==> src/rtl/trig_arbiter.sv <==
// Round-robin arbiter sharing one sin_cos lookup between NUM_REQ requesters,
// with a tag pipeline that routes each LUT result back to its requester.
module trig_arbiter #(
  parameter int NUM_REQ = 4,
  parameter int PHASE_W = 10,
  parameter int VAL_W   = 18,
  parameter int LUT_LAT = 1
) (
  input  logic                       clk,
  input  logic                       reset,
  input  logic [NUM_REQ-1:0]         req,
  input  logic [NUM_REQ*PHASE_W-1:0] phase,
  output logic [NUM_REQ-1:0]         gnt,
  output logic [PHASE_W-1:0]         lut_phase,
  input  logic [VAL_W-1:0]           lut_sin,
  input  logic [VAL_W-1:0]           lut_cos,
  output logic [NUM_REQ*VAL_W-1:0]   sin_out,
  output logic [NUM_REQ*VAL_W-1:0]   cos_out,
  output logic [NUM_REQ-1:0]         done,
  output logic                       idle
);

  localparam int ID_W  = (NUM_REQ > 1) ? $clog2(NUM_REQ) : 1;
  localparam int DEPTH = LUT_LAT + 1;

  logic [ID_W-1:0]    rr;
  logic [ID_W-1:0]    win;
  logic [ID_W-1:0]    rr_next;
  logic               found;
  logic               grant;
  logic [PHASE_W-1:0] phase_arr [NUM_REQ];
  logic [DEPTH-1:0]   tag_vld;
  logic [ID_W-1:0]    tag_id [DEPTH];
  logic [VAL_W-1:0]   sin_q [NUM_REQ];
  logic [VAL_W-1:0]   cos_q [NUM_REQ];

  for (genvar i = 0; i < NUM_REQ; i++) begin : g_slice
    assign phase_arr[i]                = phase[i*PHASE_W +: PHASE_W];
    assign sin_out[i*VAL_W +: VAL_W]   = sin_q[i];
    assign cos_out[i*VAL_W +: VAL_W]   = cos_q[i];
  end

  // Search from rr upward with wrap; the first requester found wins.
  always_comb begin
    logic [ID_W:0] idx;
    found = 1'b0;
    win   = '0;
    idx   = '0;
    for (int k = 0; k < NUM_REQ; k++) begin
      idx = {1'b0, rr} + (ID_W+1)'(k);
      if (idx >= (ID_W+1)'(NUM_REQ)) idx = idx - (ID_W+1)'(NUM_REQ);
      if (!found && req[idx[ID_W-1:0]]) begin
        found = 1'b1;
        win   = idx[ID_W-1:0];
      end
    end
  end

  assign grant   = found & ~reset;
  assign rr_next = (win == ID_W'(NUM_REQ-1)) ? '0 : win + ID_W'(1);

  always_comb begin
    gnt = '0;
    if (grant) gnt[win] = 1'b1;
  end

  assign idle = (req == '0) && (tag_vld == '0);

  always_ff @(posedge clk) begin
    if (reset) begin
      rr        <= '0;
      lut_phase <= '0;
      tag_vld   <= '0;
      done      <= '0;
      for (int k = 0; k < DEPTH; k++) tag_id[k] <= '0;
      for (int i = 0; i < NUM_REQ; i++) begin
        sin_q[i] <= '0;
        cos_q[i] <= '0;
      end
    end else begin
      done       <= '0;
      tag_vld[0] <= grant;
      tag_id[0]  <= win;
      for (int k = 1; k < DEPTH; k++) begin
        tag_vld[k] <= tag_vld[k-1];
        tag_id[k]  <= tag_id[k-1];
      end
      if (grant) begin
        lut_phase <= phase_arr[win];
        rr        <= rr_next;
      end
      // The last tag stage lines up with the LUT output for that lookup.
      if (tag_vld[DEPTH-1]) begin
        sin_q[tag_id[DEPTH-1]] <= lut_sin;
        cos_q[tag_id[DEPTH-1]] <= lut_cos;
        done[tag_id[DEPTH-1]]  <= 1'b1;
      end
    end
  end

endmodule
==> config.mk <==
export PLATFORM = sky130hd
export DESIGN_NAME = trig_arbiter
export DESIGN_NICKNAME = d
export VERILOG_FILES = /design/src/rtl/trig_arbiter.sv
export SDC_FILE = /design/constraint.sdc
export NUM_CORES = 1
export LEC_CHECK = 0
export CORE_MARGIN = 5
export CORE_UTILIZATION = 40
export DETAILED_ROUTE_END_ITERATION = 12
export GPL_ROUTABILITY_DRIVEN = 0
export GPL_TIMING_DRIVEN = 0
export PLACE_DENSITY = 0.75
export SLEW_MARGIN = 20
export SYNTH_ARGS = -nofsm -noshare
export SYNTH_HDL_FRONTEND = slang
export SYNTH_SLANG_ARGS = --single-unit
==> constraint.sdc <==
create_clock -name clk -period 1.91 [get_ports clk]
set_input_delay 0.191 -clock clk [delete_from_list [all_inputs] [get_ports clk]]
set_output_delay 0.191 -clock clk [all_outputs]
set_load 0.005 [all_outputs]
* Word level (Yosys, flattened, before mapping)
Memory sizes are Yosys's and may differ from the RTL's. Cells that the tools add are included.
Word-level totals: register bits after elaboration 18, memories kept 3, bits of input ports 82, logic and storage cells 92, RAM bits 148, output and inout port bits 163
Cells by class: magnitude comparators 13, reductions and logical operators 14, bitwise gates (word level) 6, $add $sub $neg 8, eq/ne operators 1, muxes and demuxes 43
Memories:
- cos_q | depth 4, bits a word 18, read ports 4, clocked after Yosys merged registers in 0, write ports 4, line 35 | logic [VAL_W-1:0] cos_q [NUM_REQ];
- sin_q | depth 4, bits a word 18, read ports 4, clocked after Yosys merged registers in 0, write ports 4, line 34 | logic [VAL_W-1:0] sin_q [NUM_REQ];
- tag_id | depth 2, bits a word 2, read ports 2, clocked after Yosys merged registers in 0, write ports 2, line 33 | logic [ID_W-1:0] tag_id [DEPTH];
Operators with widths (count):
- 18-bit two-way mux | 2
- 18-bit OR reduction | 2
- 2-bit two-way mux | 13
- 10-bit binary-select mux with 2-bit select | 1
- 10-bit two-way mux | 2
- 2-bit by 3-bit < comparator with 1-bit output, second input constant | 6
- 1-bit two-way mux | 18
- 3-bit >= comparator, second input constant | 4
- 1-bit binary-select mux with 2-bit select | 4
- 2-bit by 1-bit subtractor with 2-bit output, second input constant | 4
- 2-bit by 2-bit adder with 3-bit output, second input constant | 2
- 1-bit logical AND | 6
- 1-bit demux with 2-bit select | 2
- 2-bit by 1-bit >= comparator with 1-bit output, second input constant | 2
- 4-bit logical NOT | 1
- 4-bit two-way mux | 1
- 2-bit by 1-bit adder with 3-bit output, second input constant | 1
- 2-bit by 3-bit >= comparator with 1-bit output, second input constant | 1
- 1-bit logical NOT | 3
- 2-bit NOT with 3-bit output | 1
- 2-bit by 1-bit adder with 2-bit output, second input constant | 1
- 2-bit equality test, second input constant | 1
- 2-bit logical NOT | 1
- 1-bit NOT | 2
- 3 further kinds | 4

* Depth between registers and ports, before layout
depth after elaboration 19, depth in mapped cells 7, depth with buffers taken out 5

* Least setup slack after synthesis
No wires, ideal clock.
path type input to register, start point input reset, end point memory cos_q[2][0], enable pin, library setup time 0.377 ns, arrival time 1.574 ns, stages on the path 5, slack -0.041 ns, data required time 1.533 ns, cell sequence clkbuf_1 > nand2b_1 > nor3b_1 > clkbuf_1 > or2_2
RTL lines:
- start, declared | line 10 | input logic reset,
- end, declared | line 35

* Worst setup path after layout
start point register rr[0], end point output gnt[0]
On the way: word-level cells in the longest chain between the ends 19
RTL lines:
- start, declared | line 26 | logic [ID_W-1:0] rr;
- start signal, assigned | line 90 | rr <= rr_next;
- parallel branches: the longest is 18 deep, another holds 2-bit by 1-bit adder with 3-bit output
- 4-bit two-way mux * | line 64 | if (grant) gnt[win] = 1'b1;
- end, declared | line 13 | output logic [NUM_REQ-1:0] gnt,
Every way passes the cells marked *. The select of a mux whose other input is x is not followed.

==> impl_metrics.json <==
{
  "power.leakage_nw": 3.981,
  "setup.worst_path.class": "reg2out",
  "finalHoldViolCount": 0,
  "intPower_mw": 6.819,
  "yosys_register_bits": 166,
  "wl_per_cell_microns": 19.26,
  "rows": 46,
  "period_share": 1.038,
  "cts.clk_slew.worst_paths_ns": 0.07,
  "cp-end-kind": "output pin",
  "status": "complete, but fails checks",
  "startpoint_type": "flip-flop",
  "p_sw_mw": 2.187,
  "maxSlewHeadroom": 0.5100,
  "maxCapViolCount": 0,
  "async_reset_ff_frac": 0,
  "use_met2": 0.3602,
  "drt-vias-per-instance": 4.884,
  "synth_top_cell_area_share": 0.6776,
  "setup_violations": 5,
  "min_path_type": "in2reg",
  "firstDrtPassIters": 5,
  "post-route-min-period_ns": 1.983,
  "grt_start_max_net_pins": 37,
  "synthFlopType": "edfxtp_1",
  "drive_above_1_share": 0.1088,
  "antenna_left": 0,
  "start_util": 0.4046,
  "yosysMostFrequentCell": "edfxtp_1",
  "busiest_layer": "met2",
  "grt_pass1_vias": 5083,
  "postSynthAreaPerCell_sq_um": 13.21,
  "h-tree-depth": 4,
  "port_buffers": 243,
  "grt_overflow": 0,
  "antenna_found_initial": 1,
  "setup_slack_ns": -0.07330,
  "fp.dieH_microns": 136.3,
  "dr_total_vias": 4825,
  "finalPower_mw": 9.006,
  "switching_share": 0.2428,
  "worst_slew_pin_slew_ns": 0.7350,
  "clock.fmax_mhz": 504.2,
  "clockBufferDepth": 2,
  "r2r_setup_slack_ns": 0,
  "numCtsBuffers": 17,
  "cts_tree": "yes",
  "drc_errors": 0,
  "syn2layout_area_growth_pct": 56.43,
  "clock_sinks": 166,
  "synth_edf_count": 144,
  "netlist_top_cells_area": "edfxtp_1 (68%), dfxtp_1 (6.9%), nor2_1 (4.6%)",
  "yosysTopAreaCell": "edfxtp_1",
  "cp.arrival_ns": 1.79,
  "seqPwrFrac": 0.475,
  "track_usage": 0.2046,
  "violations": "negative setup slack",
  "yosysWarnings": 0,
  "yosys.cell_types.count": 32,
  "yosysSeqAreaShare": 0.7467,
  "die-area_sq_um": 18580,
  "finClkSkew_ns": 0.006331,
  "synthTopCellsByCount": "edfxtp_1 (144), nor2_1 (78), nand2_1 (49), inv_1 (38), and2_1 (36)",
  "rsz0062_at_grt": "true",
  "worstPathRequired_ns": 1.72,
  "cts_root_buffer": "clkbuf_16",
  "coreArea_sq_um": 15770,
  "clock_power_share": 0.359,
  "slew_violations": 0,
  "cts_hold_buffers": 0,
  "syn_nets": 565,
  "antenna_cells": 0,
  "combPwrFrac": 0.165,
  "dpl.hpwl_mm": 13.34,
  "drt_wl_total_mm": 19.03,
  "ir_drop_mv": 0.6255,
  "clock_latency_ns": 0.42,
  "met3_usage": 0.06958,
  "netlist_instances": 483,
  "nets": 841,
  "grt_pass1_wl_mm": 28.41,
  "drt-initial-drc-count": 299,
  "die_w_microns": 136.3,
  "ios": 245,
  "grt_use_met1": 0.2357,
  "worstPathMaxFanout": 5,
  "syn-cell-area_sq_um": 6381,
  "power_density_nw_per_um2": 902.3,
  "final_util": 0.6330
}
==> sequential cells by signal (all words and copies together) (netlist names) <==
name,flops
cos_q,72
rr,2
tag_vld,2
sin_q,72
done,4
tag_id,4
lut_phase,10
==> per-layer routing <==
layer / routed length, microns / vias to the layer above / share of wire
met5: 20 / - / 0.0011
met4: 264 / 2 / 0.014
met3: 1892 / 24 / 0.099
met2: 9641 / 262 / 0.51
met1: 7214 / 2295 / 0.38
li1: - / 2242 / -
==> power by group through the flow <==
stage | Clock (mW) | Combinational, mW | Sequential (mW)
3_3_place_gp | 0 | 1.25 | 4.34
5_1_grt | 3.45 | 1.60 | 4.30
3_5_place_dp | 0 | 1.28 | 4.35
4_1_cts | 3.27 | 1.42 | 4.28
2_1_floorplan | 0 | 0.483 | 4.35
6_report | 3.24 | 1.49 | 4.28
==> final timing paths <==
kind	start	endpoint	depth (start not counted)
setup / recovery	rr[0]	gnt[0]	6
hold / removal	reset	tag_vld[1]	2
setup reg to reg	rr[0]	lut_phase[9]	9
hold reg to reg	tag_id[0][0]	tag_id[0][2]	1
==> area by class of cell <==
cell class                 count  area [sq um]
fill                        1232          5788
sequential                   166          4772
timing repair buffer         258          2620
multi-input combinational    252          1480
clock buffer                  19         432.9
tap                          216         270.3
inverter                      38         142.6
buffer                        26         138.9
clock inverter                13         125.1
==> logic make-up (layout without fill, tap and decap cells) <==
kind of cell | Yosys count | count (layout) | synth area share
simple gates | 192 | 193 | 0.1390
flops | 166 | 166 | 0.7467
buf+inv | 66 | 354 | 0.04157
compound gates | 48 | 48 | 0.05569
mux | 10 | 10 | 0.01569
xor+xnor | 1 | 1 | 0.001373
==> repair_timing <==
item / in CTS / in global routing
setup endpoints to repair: 193 / 115
resized for setup: 52 / 17
endpoints found under the hold margin: 0 / 0
pin swaps: 2 / 6
cloned: 2 / 0
setup buffers: 6 / 8
==> cells in the final DEF, fill, tap and decap left out, drive strengths merged <==
cell           Yosys  routed
clkinv             0       7
nor2              79      79
a31o               1       1
and2              36      36
dfxtp             22      22
dlygate4sd2        0       2
inv               38      41
o32ai             10      10
edfxtp           144     144
nor2b              7       7
mux2i             10      10
nor3b              1       1
clkdlybuf4s15      0       1
or2                5       6
a21bo              1       1
clkbuf            21      37
dlymetal6s2s       0       2
a221oi            10      10
or3                2       2
xnor2              1       1
nor4               2       2
nand2b             4       4
o2bb2ai            1       1
bufbuf             0       1
bufinv             0       1
clkdlybuf4s50      0     234
nor3               3       3
a2bb2oi            1       1
o21ai              1       1
a21oi             22      22
nand3b             1       1
o32a               1       1
clkinvlp           0       2
buf                7      26
nand2             49      49
and3               3       3
==> through the flow <==
step | cell area (sq um) | cells | TNS, ns | worst slack (ns) | hold WS, ns
2_1_floorplan | 6384 | 483 | 0 | 0.1225 | 0.3765
3_3_place_gp | 9086 | 942 | -72.38 | -0.8058 | 0.4236
3_5_place_dp | 9086 | 942 | -73.55 | -0.7683 | 0.4326
4_1_cts | 9813 | 980 | -0.4854 | -0.08707 | 0.1487
5_1_grt | 9982 | 988 | -1.061 | -0.1428 | 0.1863
6_report | 9982 | 988 | -0.2650 | -0.07330 | 0.1706
==> worst max-delay path, stage by stage, from the launching register on <==
cell and delay [ns]:
dfxtp_4 0.37, nor2b_4 0.04, or3_4 0.33, a21bo_1 0.21, buf_8 0.14, and3_4 0.17
buf_6 0.11
(Power assumes the default switching activity.)
==> variant (same flow settings) <==
Set the parameter `VAL_W` to 36 (it was 18).
--- a/src/rtl/trig_arbiter.sv
+++ b/src/rtl/trig_arbiter.sv
@@ -3,7 +3,7 @@
 module trig_arbiter #(
   parameter int NUM_REQ = 4,
   parameter int PHASE_W = 10,
-  parameter int VAL_W   = 18,
+  parameter int VAL_W   = 36,
   parameter int LUT_LAT = 1
 ) (
   input  logic                       clk,
Interface: changed (resized cos_out, lut_cos, lut_sin and sin_out); port bits go from 245 to 425. The function was not compared with the original's and may differ.
==> variant against the unedited design <==
  * Synthesized cell count rose by 70%
  * Area after synthesis increased by 81%
  * The run still ends with negative setup slack left
  * Worst hold slack got worse by 0.15 ns
  * Largest power group unchanged
  * Worst setup slack worse by 0.13 ns
  * Via count rose by 73%
  * Count of clock-buffer cells in the layout increased by 16
  * Die area grew 74%
  * Largest cell class unchanged
  * Final area increased by 80%
  * Clock skew increased by 0.0038 ns
  * Sequential cell count increased by 144
  * Wire length rose by 90%
  * Total power is 90% higher
==> variant: results (changes against the unedited design) <==
| Metric | Value |
|---|---|
| Status | complete, but fails checks |
| Failing checks | negative setup slack |
| Post-Syn Nets | 941 (+67%) |
| # placed instances | 1,633 (+73%) |
| Worst-Skew Late Latency | 0.56 ns (+0.14 ns) |
| Clock tree buffer depth | 3 (+1) |
| Worst hold start | reset |
| Antenna violations before repair | 0 (-1) |
| Design area | 0.0179 sq mm (+80%) |
| Non-filler instance count after layout | 1,707 (+73%) |
| Setup WS post-layout | -0.203 ns (-0.130 ns) |
| Most area-consuming cells after synthesis | edfxtp_1 75%, nor2_1 4.9%, and2_1 3.9%, dfxtp_1 3.8%, nand2_1 2.8% |
| Worst Hold Class | in -> reg |
| Worst-path clk slew | 0.07 ns (about the same) |
| Max FO, Critical Path | 6 (+1) |
| Layout cells sized above 1 | 9.90% (-0.98 points) |
| LEAKAGE | 7.10 nW (+78%) |
| Global Route Usage Sum | 21.3% (+0.88 points) |
| Yosys warning count | 0 (unchanged) |
| Reg2reg start | rr[0] |
| Vias | 8,339 (+73%) |
| Final Net Count | 1,417 (+68%) |
| Post-Place Setup Slack | -0.802 ns (-0.0333 ns) |
| Antenna diodes | 0 (unchanged) |
| CTS Buf Count | 31 (+14) |
| Setup Crit Path Kind | reg -> out |
| DP Wirelength | 25,200 um (+89%) |
| Port Buffers | 423 (+74%) |
| FFs w/ async S/R, synth | 0% (unchanged) |
| Largest net degree at the start of global routing | 46 (+24%) |
| Top flop regs | cos_q x144, sin_q x144, lut_phase x10 |
| Fillers | 2,157 (+75%) |
| Peak VDD IR | 0.906 mV (+45%) |
| Vias in the first global route | 8,769 (+73%) |
| Setup TNS | -1.15 ns (-0.882 ns) |
| Area after DPL | 0.0164 sq mm (+80%) |
| DRT Wirelength | 36,200 um (+90%) |
| Starting DRT DRC Count | 617 (+110%) |
| Worst Max-Slew Pin Slew | 0.678 ns (-0.0571 ns) |
| Worst Clk Skew | 0.0101 ns (+0.00375 ns) |
| First-pass DRT Iterations | 5 (unchanged) |
| Mapped Avg Cell Area | 14.0 sq um (+6.1%) |
| Post-synth EDFFs | 288 (+100%) |
| H-tree Lvls | 1 (-3) |
| Distinct cells, synth | 32 (unchanged) |
| First-pass GRT wire length | 53,800 um (+89%) |
| Post-synthesis sequential area ratio | 78.8% (+4.2 points) |
| Clk root buf | clkbuf_16 |
| Commonest cells in the netlist | 288 x edfxtp_1, 150 x nor2_1, 85 x nand2_1 |
| Critical path arrival | 1.92 ns (+0.13 ns) |
| Final setup fails | 13 (+8) |
[variant: worst paths after layout]
| check | endpoint | slack (ns) | depth (start not counted) |
|---|---|---|---|
| max | gnt[0] | -0.20 | 6 |
| min | tag_vld[1] | 0.02 | 2 |
| max reg2reg | lut_phase[2] | -0.10 | 9 |
| min reg2reg | tag_id[0][3] | 0.43 | 1 |
[variant: layer usage]
layer / part of all wire [%] / vias up / GRT usage [%]
li1: - / 3779 / -
met1: 36 / 4063 / 24.1
met2: 51 / 427 / 38.3
met3: 9.7 / 70 / 7.34
met4: 3.3 / 0 / 6.34
met5: 0 / - / 0
[variant: power breakdown]
| part | switching [mW] | total [mW] | internal, mW |
|---|---|---|---|
| clock | 2.58 | 6.85 | 4.27 |
| sequential | 0.156 | 7.96 | 7.80 |
| combinational | 1.04 | 2.26 | 1.22 |
[variant: cell type report]
type | instances | area share [%]
plain buffers | 41 | 1.18
clock buffers | 35 | 4.52
clock inverters | 22 | 1.97
inverters | 74 | 1.55
multi-input cells | 399 | 12.4
flip-flops and latches | 310 | 50.7
well taps | 384 | 2.68
repair buffers | 442 | 25.0
[variant: critical path, stage by stage, from the launching register on]
cell,delay (ns)
dfxtp_2,0.36
nor2b_4,0.05
or3_4,0.32
a21bo_1,0.21
buf_12,0.14
and3_4,0.17
buf_6,0.11
[variant: timing repair]
item,CTS,global route
endpoints found under the setup margin,435,176
hold buffers,1,0
endpoints found under the hold margin,1,0
setup buffers,9,5
gates resized for setup,56,29
pin swaps,3,8
cloned,4,1
[variant: cell families after synthesis]
| logic type | after synthesis | synth area share [%] |
|---|---|---|
| xor+xnor | 1 | 0.0760 |
| compound gates | 48 | 3.08 |
| buf+inv | 118 | 3.99 |
| flops | 310 | 78.8 |
| simple gates | 336 | 13.2 |
| mux | 10 | 0.868 |
